==> src/rtl/uart_wb_ctrl.sv <==
// uart_wb_ctrl: Wishbone master that configures a 16550 UART after reset and then
// bridges valid/ready byte streams to its THR/RBR by polling the LSR.
//
// state          | meaning
// INIT_LCR_DLAB  | write LCR with DLAB set
// INIT_DL1       | write divisor low byte
// INIT_DL2       | write divisor high byte
// INIT_LCR       | write LCR with DLAB cleared
// INIT_FCR       | write FIFO control
// INIT_IER       | write interrupt enable
// IDLE           | no bus cycle; decide whether to poll
// POLL_LSR       | read line status
// RD_RBR         | read received byte
// WR_THR         | write byte to transmit
module uart_wb_ctrl #(
  parameter logic [15:0] DIVISOR     = 16'd2,
  parameter logic [7:0]  LCR_VAL     = 8'h1B,
  parameter logic [7:0]  FCR_VAL     = 8'hC7,
  parameter logic [7:0]  IER_VAL     = 8'h00,
  parameter int unsigned ACK_TIMEOUT = 16
) (
  input  logic        clk,
  input  logic        rst_n,
  output logic [4:0]  wb_adr_o,
  output logic [31:0] wb_dat_o,
  input  logic [31:0] wb_dat_i,
  output logic [3:0]  wb_sel_o,
  output logic        wb_we_o,
  output logic        wb_stb_o,
  output logic        wb_cyc_o,
  input  logic        wb_ack_i,
  input  logic [7:0]  tx_data,
  input  logic        tx_valid,
  output logic        tx_ready,
  output logic [7:0]  rx_data,
  output logic        rx_valid,
  input  logic        rx_ready,
  input  logic        reinit,
  output logic        init_done,
  output logic        timeout_err
);

  typedef enum logic [3:0] {
    INIT_LCR_DLAB, INIT_DL1, INIT_DL2, INIT_LCR, INIT_FCR, INIT_IER,
    IDLE, POLL_LSR, RD_RBR, WR_THR
  } state_t;

  localparam logic [15:0] TMR_LOAD = 16'(ACK_TIMEOUT - 1);

  state_t      state, state_nxt;
  logic [15:0] tmr;
  logic        thre_q;
  logic        reinit_pend;
  logic        reinit_req;
  logic        start, done, abort, restart;
  logic [4:0]  tr_adr;
  logic [7:0]  tr_byte;
  logic        tr_we;
  logic [7:0]  rd_byte;

  assign reinit_req = reinit_pend | reinit;
  assign rd_byte    = wb_dat_i[{wb_adr_o[1:0], 3'b000} +: 8];

  always_comb begin
    tr_adr  = 5'd0;
    tr_byte = 8'h00;
    tr_we   = 1'b1;
    case (state)
      INIT_LCR_DLAB: begin tr_adr = 5'd3; tr_byte = LCR_VAL | 8'h80; end
      INIT_DL1:      tr_byte = DIVISOR[7:0];
      INIT_DL2:      begin tr_adr = 5'd1; tr_byte = DIVISOR[15:8]; end
      INIT_LCR:      begin tr_adr = 5'd3; tr_byte = LCR_VAL & 8'h7F; end
      INIT_FCR:      begin tr_adr = 5'd2; tr_byte = FCR_VAL; end
      INIT_IER:      begin tr_adr = 5'd1; tr_byte = IER_VAL; end
      POLL_LSR:      begin tr_adr = 5'd5; tr_we = 1'b0; end
      RD_RBR:        tr_we = 1'b0;
      WR_THR:        tr_byte = tx_data;
      default:       tr_we = 1'b0;
    endcase
  end

  always_comb begin
    state_nxt = state;
    start     = 1'b0;
    done      = 1'b0;
    abort     = 1'b0;
    restart   = 1'b0;
    if (wb_cyc_o) begin
      if (wb_ack_i) begin
        done = 1'b1;
        case (state)
          INIT_LCR_DLAB: state_nxt = INIT_DL1;
          INIT_DL1:      state_nxt = INIT_DL2;
          INIT_DL2:      state_nxt = INIT_LCR;
          INIT_LCR:      state_nxt = INIT_FCR;
          INIT_FCR:      state_nxt = INIT_IER;
          POLL_LSR: begin
            if (rd_byte[0] && !rx_valid)     state_nxt = RD_RBR;
            else if (rd_byte[5] && tx_valid) state_nxt = WR_THR;
            else                             state_nxt = IDLE;
          end
          RD_RBR:  state_nxt = (thre_q && tx_valid) ? WR_THR : IDLE;
          default: state_nxt = IDLE;
        endcase
        restart = reinit_req;
      end else if (tmr == 16'd0) begin
        abort   = 1'b1;
        restart = 1'b1;
      end
    end else if (state == IDLE) begin
      if (reinit_req)                state_nxt = INIT_LCR_DLAB;
      else if (tx_valid || !rx_valid) state_nxt = POLL_LSR;
      restart = reinit_req;
    end else begin
      start = 1'b1;
    end
    if (restart) state_nxt = INIT_LCR_DLAB;
  end

  always_ff @(posedge clk or negedge rst_n) begin
    if (!rst_n) state <= INIT_LCR_DLAB;
    else        state <= state_nxt;
  end

  always_ff @(posedge clk or negedge rst_n) begin
    if (!rst_n) begin
      wb_cyc_o    <= 1'b0;
      wb_stb_o    <= 1'b0;
      wb_we_o     <= 1'b0;
      wb_adr_o    <= 5'd0;
      wb_sel_o    <= 4'd0;
      wb_dat_o    <= 32'd0;
      tmr         <= 16'd0;
      thre_q      <= 1'b0;
      rx_data     <= 8'h00;
      rx_valid    <= 1'b0;
      tx_ready    <= 1'b0;
      init_done   <= 1'b0;
      timeout_err <= 1'b0;
      reinit_pend <= 1'b0;
    end else begin
      if (start) begin
        wb_cyc_o <= 1'b1;
        wb_stb_o <= 1'b1;
        wb_we_o  <= tr_we;
        wb_adr_o <= tr_adr;
        wb_sel_o <= 4'b0001 << tr_adr[1:0];
        wb_dat_o <= {24'h0, tr_byte} << {tr_adr[1:0], 3'b000};
        tmr      <= TMR_LOAD;
      end else if (done || abort) begin
        wb_cyc_o <= 1'b0;
        wb_stb_o <= 1'b0;
        wb_we_o  <= 1'b0;
        wb_adr_o <= 5'd0;
        wb_sel_o <= 4'd0;
        wb_dat_o <= 32'd0;
      end else if (wb_cyc_o) begin
        tmr <= tmr - 16'd1;
      end

      if (done && state == POLL_LSR) thre_q <= rd_byte[5];

      if (done && state == RD_RBR) begin
        rx_data  <= rd_byte;
        rx_valid <= 1'b1;
      end else if (rx_valid && rx_ready) begin
        rx_valid <= 1'b0;
      end

      tx_ready <= done && (state == WR_THR);

      // a restart requested on the IER ack wins over completing init
      if (restart)                       init_done <= 1'b0;
      else if (done && state == INIT_IER) init_done <= 1'b1;

      if (abort) timeout_err <= 1'b1;

      if (restart)     reinit_pend <= 1'b0;
      else if (reinit) reinit_pend <= 1'b1;
    end
  end

endmodule

==> config.mk <==
export PLATFORM = sky130hd
export DESIGN_NAME = uart_wb_ctrl
export DESIGN_NICKNAME = d
export VERILOG_FILES = /design/src/rtl/uart_wb_ctrl.sv
export SDC_FILE = /design/constraint.sdc
export NUM_CORES = 1
export LEC_CHECK = 0
export ABC_AREA = 1
export CAP_MARGIN = 20
export CORE_UTILIZATION = 48
export DETAILED_ROUTE_END_ITERATION = 12
export PLACE_DENSITY = 0.8
export SETUP_SLACK_MARGIN = 0.4
export SYNTH_ARGS = -nofsm -noshare
export SYNTH_HDL_FRONTEND = slang
export SYNTH_SLANG_ARGS = --single-unit
==> constraint.sdc <==
create_clock -name clk -period 2.15 [get_ports clk]
set_input_delay 0.215 -clock clk [delete_from_list [all_inputs] [get_ports clk]]
set_output_delay 0.215 -clock clk [all_outputs]
set_load 0.005 [all_outputs]
==> flow_summary_export.csv, run 1 <==
group,metric,value,unit
status,outcome,"complete, no violations",
final_layout,post-route-util,70.05,%
critical_path,cp_data_arrival_time,1.49,ns
synthesis,ys_ff_latch,75,
detailed_routing,wl,9.380,mm
synthesis,synthTopCellsByCount,"nand2_1, nor2_1, dfrtp_1, inv_1, o21ai_0",
clocking,clkTransAtPathRegs,0.08,ns
clocking,clk_latency,0.35,ns
critical_path,worst-path-buf-inv,1,
critical_path,crit_family,"buffers and inverters",
critical_path,required,1.93,ns
floorplan,dieArea,8141,sq um
clocking,clk_path_buf_depth,2,
critical_path,critical_path_class,"flop to primary output",
final_layout,fin_area,5162,sq um
global_routing,overflow,0,
synthesis,synth.area.mux_share,0,%
min_path,holdCritPathClass,"input pin to async pin",
pwr,leakagePower,2.430,nW
critical_path,crit_chain,"clkdlybuf4s50_1",
global_routing,grt_pass1_wl,15.43,mm
synthesis,synth_compound_area_share,11.45,%
pwr,ir_drop,676.6,uV
critical_path,endpoint_kind,"primary output",
floorplan,pin_count,102,
critical_path,timing.rr.start,"state[0]",
floorplan,die_h,90.23,um
synthesis,ys_warn_count,0,
critical_path,max_stage_delay,0.58,ns
synthesis,synthXorXnorAreaFrac,2.344,%
critical_path,r2r_cells,6,
detailed_routing,wl_per_cell,13.57,um
floorplan,start_util,50.70,%
placed_design,io_buffers,99,
synthesis,synth_most_common_cell,"nand2_1",
timing,fmax,585.3,MHz
final_layout,drive_above_1_share,9.291,%
timing,grt_setup_unrepaired,"false",
global_routing,groute.usage.overall,23.81,%
placed_design,placed_cell_area,4851,sq um
detailed_routing,detail-route-antenna-nets,0,
critical_path,path_max_fanout,10,
timing,hold_violations,0,
critical_path,r2r-end,"tmr[4]",
synthesis,ys_async_sr_fraction,100.0,%
synthesis,synth_adder_area_share,0.6698,%
timing,fin_ws,0.4415,ns
timing,finalClockSkew,0.008734,ns
floorplan,num_rows,31,
placed_design,place.gp.congestion,0.8925,
synthesis,synth_edf_count,0,
timing,setup_viol,0,
synthesis,syn_inst,476,
clocking,htreeDepth,3,
synthesis,synth_top_area_cell,"dfrtp_1",
final_layout,area_delta_synth_final,38.18,%
synthesis,syn-cell-area,3736,sq um
synthesis,synth_top_family_by_area,"simple AND/OR/NAND/NOR gates",
global_routing,grt_max_degree,76,
synthesis,ys_seq_area_share,50.23,%
critical_path,startpoint_type,"flop",
clocking,cts_made_buffers,9,
global_routing,antenna_found_initial,0,
critical_path,reg2reg_slack,0.48,ns
global_routing,grt_pass1_vias,3193,
final_layout,antennaDiodeCount,0,
synthesis,avgSynthCellArea,7.849,sq um
timing,min_period,1.708,ns
final_layout,num-fill-cells,585,
pwr,power.density,1148,nW/um^2
timing,fin_crit_sh,79.46,%
synthesis,synthSimpleGateAreaFrac,25.92,%
clocking,cts_tree,"built",
synthesis,yosys-top-cells-area,"dfrtp_1, nand2_1, nor2_1",
flow_run,max_cap_viol_count,0,
synthesis,synth_flop_cell,"dfrtp_1",
detailed_routing,dr.pass1.iters,4,
placed_design,place_ws,0.1661,ns
timing,fin_tns_setup,0,ns
timing,slew_viol_final,0,
placed_design,dpl.hpwl,6.656,mm
floorplan,core-area,7370,sq um
critical_path,slowest_stage,"clkdlybuf4s50_1",
synthesis,synthDominantCellAreaShare,50.23,%
detailed_routing,route.detailed.drc,0,
final_layout,nets,635,
detailed_routing,vias,3444,
clocking,cts_sinks,75,
clocking,clockRootBuffer,"clkbuf_8",
detailed_routing,drt-vias-per-instance,4.984,
detailed_routing,drt-initial-drc-count,203,
synthesis,yosysUniqueCellTypes,32,
floorplan,die_w,90.23,um
-- logic make-up (layout without fill, tap and decap cells) --
logic type,count (synthesis),count (layout)
xor gates and xnor gates,10,10
and+or+nand+nor,232,232
buffers and inverters,83,198
AOI/OAI and AO/OA,73,73
other,1,2
DFF,75,75
adders and majority gates,2,2
-- through the flow --
| step | hold slack [ns] | cells | power [mW] |
|---|---|---|---|
| final | 0.4156 | 691 | 5.926 |
| after global placement | 0.2754 | 669 | 4.546 |
| after CTS | 0.4222 | 686 | 5.776 |
| after floorplan | -0.08059 | 477 | 3.619 |
| after detailed placement | 0.2783 | 669 | 4.620 |
| after global routing | 0.4255 | 691 | 6.325 |
-- power breakdown --
part / total (mW) / switching (mW) / internal, mW
logic: 2.82 / 1.64 / 1.17
clock network: 1.13 / 0.555 / 0.577
registers: 1.98 / 0.254 / 1.72
-- worst max-delay path by stage --
stage / from / to / slack, ns / cells past startpoint
finish: wb_adr_o[1] / wb_adr_o[1] / 0.44 / 1
global placement: wb_ack_i / state[3] / 0.20 / 9
global route: tmr[7] / wb_dat_o[17] / 0.40 / 7
CTS: tmr[11] / tmr[4] / 0.44 / 8
floorplan: wb_cyc_o / tmr[7] / 0.64 / 10
detailed placement: wb_ack_i / state[2] / 0.17 / 9
-- cells in the final DEF, fill, tap and decap left out, types with 2 or more instances in the layout --
| master | count |
|---|---|
| xor2_1 | 10 |
| clkinvlp_4 | 4 |
| conb_1 | 2 |
| o21ai_2 | 3 |
| o21ai_0 | 40 |
| inv_6 | 2 |
| a31oi_1 | 2 |
| clkbuf_8 | 10 |
| o32ai_1 | 2 |
| nand2_1 | 113 |
| clkdlybuf4s50_1 | 98 |
| o21ai_1 | 5 |
| inv_1 | 64 |
| inv_2 | 2 |
| o22ai_1 | 11 |
| a21oi_1 | 2 |
| nand3_1 | 32 |
| nor2_1 | 71 |
| buf_4 | 11 |
| ha_1 | 2 |
| buf_12 | 2 |
| dfrtp_1 | 74 |
| nor2_4 | 3 |
| nand2_2 | 3 |
| o31ai_1 | 2 |
| nor2_2 | 5 |
| nand4_1 | 2 |
-- metal layers --
layer / GRT usage, % / up-vias / share of wire, %
met3: 3.469 / 17 / 4.1
met4: 9.274 / 0 / 1.7
met1: 30.69 / 1618 / 44
li1: - / 1715 / -
met2: 40.46 / 94 / 50
met5: 0 / - / 0
-- flip-flops by register name (all words and copies together), names as in the netlist --
register / cells
init_done: 1
reinit_pend: 1
rx_data: 8
rx_valid: 1
state: 4
thre_q: 1
timeout_err: 1
tmr: 16
tx_ready: 1
wb_adr_o: 3
wb_cyc_o: 1
wb_dat_o: 32
wb_sel_o: 4
wb_we_o: 1
-- cell type report --
cell class                      instances  area (sq um)  share of cell area [%]
Tap cell                               99         123.9                   2.399
Sequential cell                        75          1878                   36.38
Multi-Input combinational cell        319          1555                   30.13
Clock inverter                          6         71.32                   1.381
Clock buffer                           10         137.6                   2.666
Inverter                               68         262.8                   5.090
Timing Repair Buffer                  114          1134                   21.96
-- repair_timing --
item / 4_1_cts / 5_1_grt
resized for setup: 4 / 15
hold endpoints to repair: 75 / 0
setup buffers: 0 / 5
setup endpoints to repair: 15 / 61
hold buffers: 1 / 0
-- worst min-delay path, stage by stage --
cell	delay, ns
dlygate4sd3_1	0.52
buf_2	0.12
buf_12	0.33
No activity file was read; power rests on OpenSTA's default activity.
==> run 2: changes to the inputs <==
clock period = 1.7 ns   (was 2.15 ns; I/O delays follow)
==> flow_summary_export.csv, run 2 (synthesis results as in run 1) <==
group,metric,value,unit
placed_design,place_ws,-0.09429,ns
critical_path,startpoint_type,"flop",
pwr,power.switching,4.155,mW
critical_path,path_max_fanout,6,
timing,fmax,609.7,MHz
flow_run,max_cap_viol_count,0,
floorplan,num_rows,31,
detailed_routing,drt-vias-per-instance,5.412,
timing,min_period,1.640,ns
global_routing,grt_pass1_vias,4013,
floorplan,die_w,90.23,um
timing,grt_setup_unrepaired,"true",
critical_path,endpoint_kind,"flop",
placed_design,io_buffers,99,
final_layout,multi_input_area,1852,sq um
pwr,power.density,1565,nW/um^2
global_routing,grt_pass1_wl,19.44,mm
pwr,p_comb_share,59.4,%
critical_path,cp_data_arrival_time,1.87,ns
pwr,ir_drop,1109,uV
timing,setup_viol,0,
floorplan,die_h,90.23,um
clocking,htreeDepth,3,
detailed_routing,wl,12.89,mm
timing,slew_viol_final,0,
placed_design,dpl.hpwl,6.873,mm
floorplan,core-area,7370,sq um
final_layout,top_register,"wb_dat_o",
floorplan,start_util,50.70,%
critical_path,timing.rr.start,"tmr[10]",
floorplan,dieArea,8141,sq um
detailed_routing,vias,4113,
timing,whs,0.3620,ns
pwr,seq_power_share,26.2,%
timing,fin_crit_sh,96.48,%
clocking,cts_made_buffers,9,
timing,fin_tns_setup,0,ns
critical_path,reg2reg_slack,0.06,ns
final_layout,num-fill-cells,422,
critical_path,max_stage_delay,0.48,ns
detailed_routing,drt-initial-drc-count,294,
final_layout,nets,704,
floorplan,pin_count,102,
timing,finalClockSkew,0.01155,ns
final_layout,top_regs,"wb_dat_o (32), tmr (16), rx_data (8)",
detailed_routing,detail-route-antenna-nets,0,
final_layout,post-route-util,81.55,%
timing,hold_violations,0,
placed_design,placed_cell_area,5014,sq um
clocking,cts_tree,"built",
final_layout,largest_register_ffs,32,
pwr,intPower,5.251,mW
pwr,switching_share,44.17,%
critical_path,r2r-end,"wb_sel_o[3]",
final_layout,area_delta_synth_final,60.85,%
pwr,clkPwrFrac,14.5,%
status,outcome,"complete, no violations",
min_path,holdCritPathClass,"input pin to async pin",
final_layout,antennaDiodeCount,0,
clocking,clk_latency,0.36,ns
detailed_routing,wl_per_cell,16.96,um
final_layout,drive_above_1_share,28.44,%
critical_path,r2r_cells,7,
timing,fin_ws,0.05981,ns
placed_design,place.gp.congestion,0.8951,
clocking,clockRootBuffer,"clkbuf_8",
critical_path,critical_path_class,"flop to flop",
critical_path,slowest_stage,"dfrtp_2",
global_routing,overflow,0,
global_routing,grt_max_degree,76,
final_layout,fin_area,6010,sq um
critical_path,crit_chain,"nor2_4 > inv_1 > nor2_4 > nand3_4 > nand3_4 > clkbuf_16 > o21ai_0",
clocking,clk_path_buf_depth,2,
global_routing,groute.usage.overall,30.12,%
final_layout,seq_area,1881,sq um
detailed_routing,dr.pass1.iters,5,
clocking,clkTransAtPathRegs,0.10,ns
pwr,leakagePower,3.129,nW
critical_path,required,1.93,ns
final_layout,layout_commonest_cell,"nand2_1",
clocking,cts_sinks,75,
detailed_routing,route.detailed.drc,0,
final_layout,layout_common_cells,"nand2_1, dfrtp_1, buf_4",
global_routing,antenna_found_initial,0,
## run 2: changes by cell type in the layout (fill, tap and decap cells not counted), moves of 10 or more
cell,delta
nand2_2,+21
nor2_1,-10
clkdlybuf4s50_1,-54
dlygate4sd2_1,+50
nand2_1,-28
buf_4,+53
o21ai_0,-16
## run 2: worst max-delay path by stage
stage	startpoint	to	slack, ns	cells after the start
2_1_floorplan	wb_cyc_o	tmr[7]	0.28	10
5_1_grt	tmr[0]	wb_sel_o[3]	-0.005	8
6_report	tmr[10]	wb_sel_o[3]	0.06	7
4_1_cts	tmr[0]	tmr[3]	0.15	9
3_5_place_dp	wb_ack_i	wb_dat_o[24]	-0.09	8
3_3_place_gp	wb_ack_i	wb_dat_o[25]	-0.01	8
## run 2: repair_timing
item,4_1_cts,5_1_grt
pin swaps,25,12
hold endpoints to repair,75,0
gates cloned,4,4
setup endpoints to repair,127,76
gates resized for setup,113,59
hold buffers,1,0
setup buffers,44,6
## run 2: stage by stage
| step | std cells | total power [mW] |
|---|---|---|
| 2_1_floorplan | 477 | 4.698 |
| 3_3_place_gp | 685 | 6.048 |
| 3_5_place_dp | 685 | 6.175 |
| 4_1_cts | 750 | 8.474 |
| 5_1_grt | 760 | 9.917 |
| 6_report | 760 | 9.405 |
## run 2: power groups by stage
| stage | Sequential, mW | Clock [mW] | Combinational [mW] |
|---|---|---|---|
| after global placement | 2.45 | 0 | 3.59 |
| after CTS | 2.41 | 1.34 | 4.72 |
| after floorplan | 2.50 | 0 | 2.20 |
| after detailed placement | 2.47 | 0 | 3.71 |
| final | 2.46 | 1.36 | 5.58 |
| after global routing | 2.50 | 1.43 | 5.99 |
## run 2: final cells by class
cell class	instances	area share, %
timing repair buffer	181	28.17
tap	99	2.061
sequential	75	31.29
inverter	68	4.414
clock inverter	7	1.083
multi-input combinational	320	30.81
timing repair inverter	1	0.1041
clock buffer	9	2.061
## run 2: critical path: cells and delay by family (launching register included)
kind / cells / cell delay, ns
buf+inv: 2 / 0.27
flops: 1 / 0.48
simple gates: 4 / 0.67
compound gates: 1 / 0.09
## run 2: layer usage
| metal | GRT usage [%] | share of wire, % | vias up |
|---|---|---|---|
| li1 | - | - | 1865 |
| met1 | 35.96 | 37 | 1958 |
| met2 | 52.61 | 52 | 230 |
| met3 | 4.399 | 6.2 | 60 |
| met4 | 15.73 | 5.0 | 0 |
| met5 | 0 | 0 | - |
==> run 3: changes to the inputs <==
ABC_AREA = not set   (was 1)
PLACE_DENSITY = 0.81   (was 0.8)
SLEW_MARGIN = 25   (was not set)
==> flow_summary_export.csv, run 3 <==
group,metric,value,unit
global_routing,use_met3,6.032,%
clocking,htreeDepth,3,
timing,fmax,435.0,MHz
final_layout,area_delta_synth_final,67.09,%
detailed_routing,wl,14.29,mm
synthesis,syn-cell-area,3528,sq um
synthesis,synth_top_area_cell,"dfrtp_1",
status,outcome,"complete, but fails checks",
floorplan,pin_count,102,
clocking,cts_made_buffers,9,
global_routing,grt_max_degree,40,
placed_design,dp_cells,552,
final_layout,top_register,"wb_dat_o",
synthesis,yosysUniqueCellTypes,56,
timing,finalClockSkew,0.01767,ns
critical_path,max_stage_delay,0.57,ns
detailed_routing,route.detailed.drc,0,
global_routing,groute.usage.overall,31.42,%
clocking,clk_path_buf_depth,2,
timing,slew_headroom,60.72,%
synthesis,avgSynthCellArea,11.20,sq um
detailed_routing,drt-vias-per-instance,6.298,
critical_path,crit_family,"simple AND/OR/NAND/NOR gates",
critical_path,crit_chain,"buf_4 > or4b_4 > or3_4 > or4b_1 > a21oi_1",
synthesis,synthTopCellsByCount,"dfrtp_1, clkbuf_1, a21oi_1, and2_1",
timing,hold_violations,0,
pwr,ir_drop,1069,uV
critical_path,path_max_fanout,7,
global_routing,grt_pass1_vias,3544,
final_layout,largest_register_ffs,32,
critical_path,startpoint_type,"flop",
global_routing,grt-busiest-layer,"met2",
flow_run,max_cap_viol_count,0,
floorplan,die_w,87.74,um
floorplan,num_rows,30,
pwr,power.density,1262,nW/um^2
synthesis,ys_warn_count,0,
timing,fin_tns_setup,-30.16,ns
final_layout,layout_common_cells,"dfrtp_1, buf_4, dlygate4sd2_1",
final_layout,fin_area,5896,sq um
clocking,clkTransAtPathRegs,0.09,ns
status,violations,"setup timing",
synthesis,yosys-top-cells-area,"dfrtp_1, mux4_2, a21o_1",
final_layout,top_regs,"wb_dat_o (32), tmr (16), rx_data (8)",
floorplan,die_h,87.74,um
critical_path,worst-path-buf-inv,1,
clocking,cts_sinks,75,
synthesis,synth_edf_count,0,
global_routing,use_met2,53.28,%
critical_path,critical_path_class,"flop to flop",
detailed_routing,detail-route-antenna-nets,0,
synthesis,ys_ff_latch,75,
synthesis,synthDominantCellAreaShare,53.19,%
timing,fin_ws,-0.5988,ns
placed_design,place.gp.congestion,0.8894,
floorplan,core-area,6944,sq um
synthesis,ys_seq_area_share,53.19,%
detailed_routing,drt-initial-drc-count,389,
critical_path,slowest_stage,"or4b_4",
critical_path,endpoint_kind,"flop",
global_routing,grt_use_met1,37.91,%
timing,worst_slew_pin_slew,0.5744,ns
clocking,clockRootBuffer,"clkbuf_8",
floorplan,start_util,50.81,%
detailed_routing,wl_per_cell,23.94,um
final_layout,drive_above_1_share,38.80,%
synthesis,synth_flop_cell,"dfrtp_1",
synthesis,ys_async_sr_fraction,100.0,%
timing,min_period,2.299,ns
critical_path,required,1.98,ns
synthesis,synth_most_common_cell,"dfrtp_1",
global_routing,grt_pass1_wl,18.04,mm
pwr,power.total,7.442,mW
detailed_routing,dr.pass1.iters,5,
global_routing,overflow,0,
final_layout,instances_no_fill,597,
global_routing,antenna_found_initial,2,
timing,setup_viol,69,
placed_design,placed_cell_area,5074,sq um
timing,fin_crit_sh,135.2,%
min_path,holdCritPathClass,"input pin to async pin",
clocking,clk_latency,0.36,ns
placed_design,io_buffers,99,
final_layout,nets,544,
detailed_routing,vias,3760,
timing,slew_viol_final,0,
clocking,cts_tree,"built",
critical_path,cp_data_arrival_time,2.58,ns
timing,grt_setup_unrepaired,"true",
final_layout,layout_commonest_cell,"dfrtp_1",
placed_design,dpl.hpwl,7.073,mm
synthesis,syn_inst,315,
placed_design,place_ws,-0.5203,ns
floorplan,dieArea,7697,sq um
pwr,leakagePower,2.951,nW
[run 3: changes by cell type after synthesis, moves of 9 or more]
cell	change
inv_1	-55
a21oi_1	+14
a22o_1	+9
nand3_1	-27
nand2_1	-99
nor2_1	-64
xor2_1	-9
o22ai_1	-9
and2_1	+16
or4_1	+10
clkbuf_1	+14
a21o_1	+14
o21ai_0	-30
[run 3: cell type report]
type	instances	area (sq um)
antenna	1	2.502
sequential	75	1882
multi-input combinational	206	1843
inverter	11	41.29
timing repair buffer	193	1792
clock buffer	10	137.6
fill	353	1049
tap	96	120.1
clock inverter	5	77.57
[run 3: through the flow]
step,hold slack [ns],utilization (%)
final,0.3231,84.90
after global routing,0.3515,84.90
after CTS,0.3404,80.67
after detailed placement,0.1688,73.06
after global placement,0.1652,73.06
after floorplan,-0.1256,-
[run 3: metal layers]
metal | up-vias | share of wire [%]
met4 | 2 | 8.4
li1 | 1520 | -
met5 | - | 0.091
met3 | 100 | 7.8
met1 | 1894 | 35
met2 | 244 | 48
[run 3: what timing repair did]
item | CTS | global route
pin swaps | 10 | 17
setup buffers | 19 | 5
resized for setup | 125 | 53
hold buffers | 1 | 0
endpoints found under the hold margin | 36 | 0
endpoints found under the setup margin | 128 | 78
cloned | 2 | 2
[run 3: power by group]
| part | internal (mW) | leakage, nW | total, mW | switching, mW |
|---|---|---|---|---|
| sequential | 2.08 | 0.999 | 2.33 | 0.256 |
| combinational | 1.82 | 1.84 | 3.57 | 1.75 |
| clock | 0.854 | 0.108 | 1.54 | 0.690 |
[run 3: cells by family after synthesis]
group / count (synthesis) / share of synthesized area [%]
muxes: 18 / 7.872
and+or+nand+nor: 98 / 16.53
buffers and inverters: 35 / 4.113
xor gates and xnor gates: 1 / 0.2483
other: 1 / 0.1063
AOI/OAI and AO/OA: 85 / 17.23
DFF: 75 / 53.19
adders and majority gates: 2 / 0.7091
[run 3: final timing paths]
kind | startpoint | end | slack [ns] | depth (start not counted)
max in group asynchronous | rst_n | wb_adr_o[0] | 0.78 | 3
max | tmr[1] | tmr[11] | -0.60 | 5
min | rst_n | wb_dat_o[14] | 0.32 | 2
min reg2reg | timeout_err | timeout_err | 0.47 | 1
max reg2reg | tmr[1] | tmr[11] | -0.60 | 5
min in group clk | rx_ready | rx_valid | 0.42 | 2
[run 3: worst register-to-register path: stages (launching register included)]
cell and delay [ns]:
dfrtp_1 0.42, buf_4 0.16, or4b_4 0.57, or3_4 0.39, or4b_1 0.50, a21oi_1 0.17
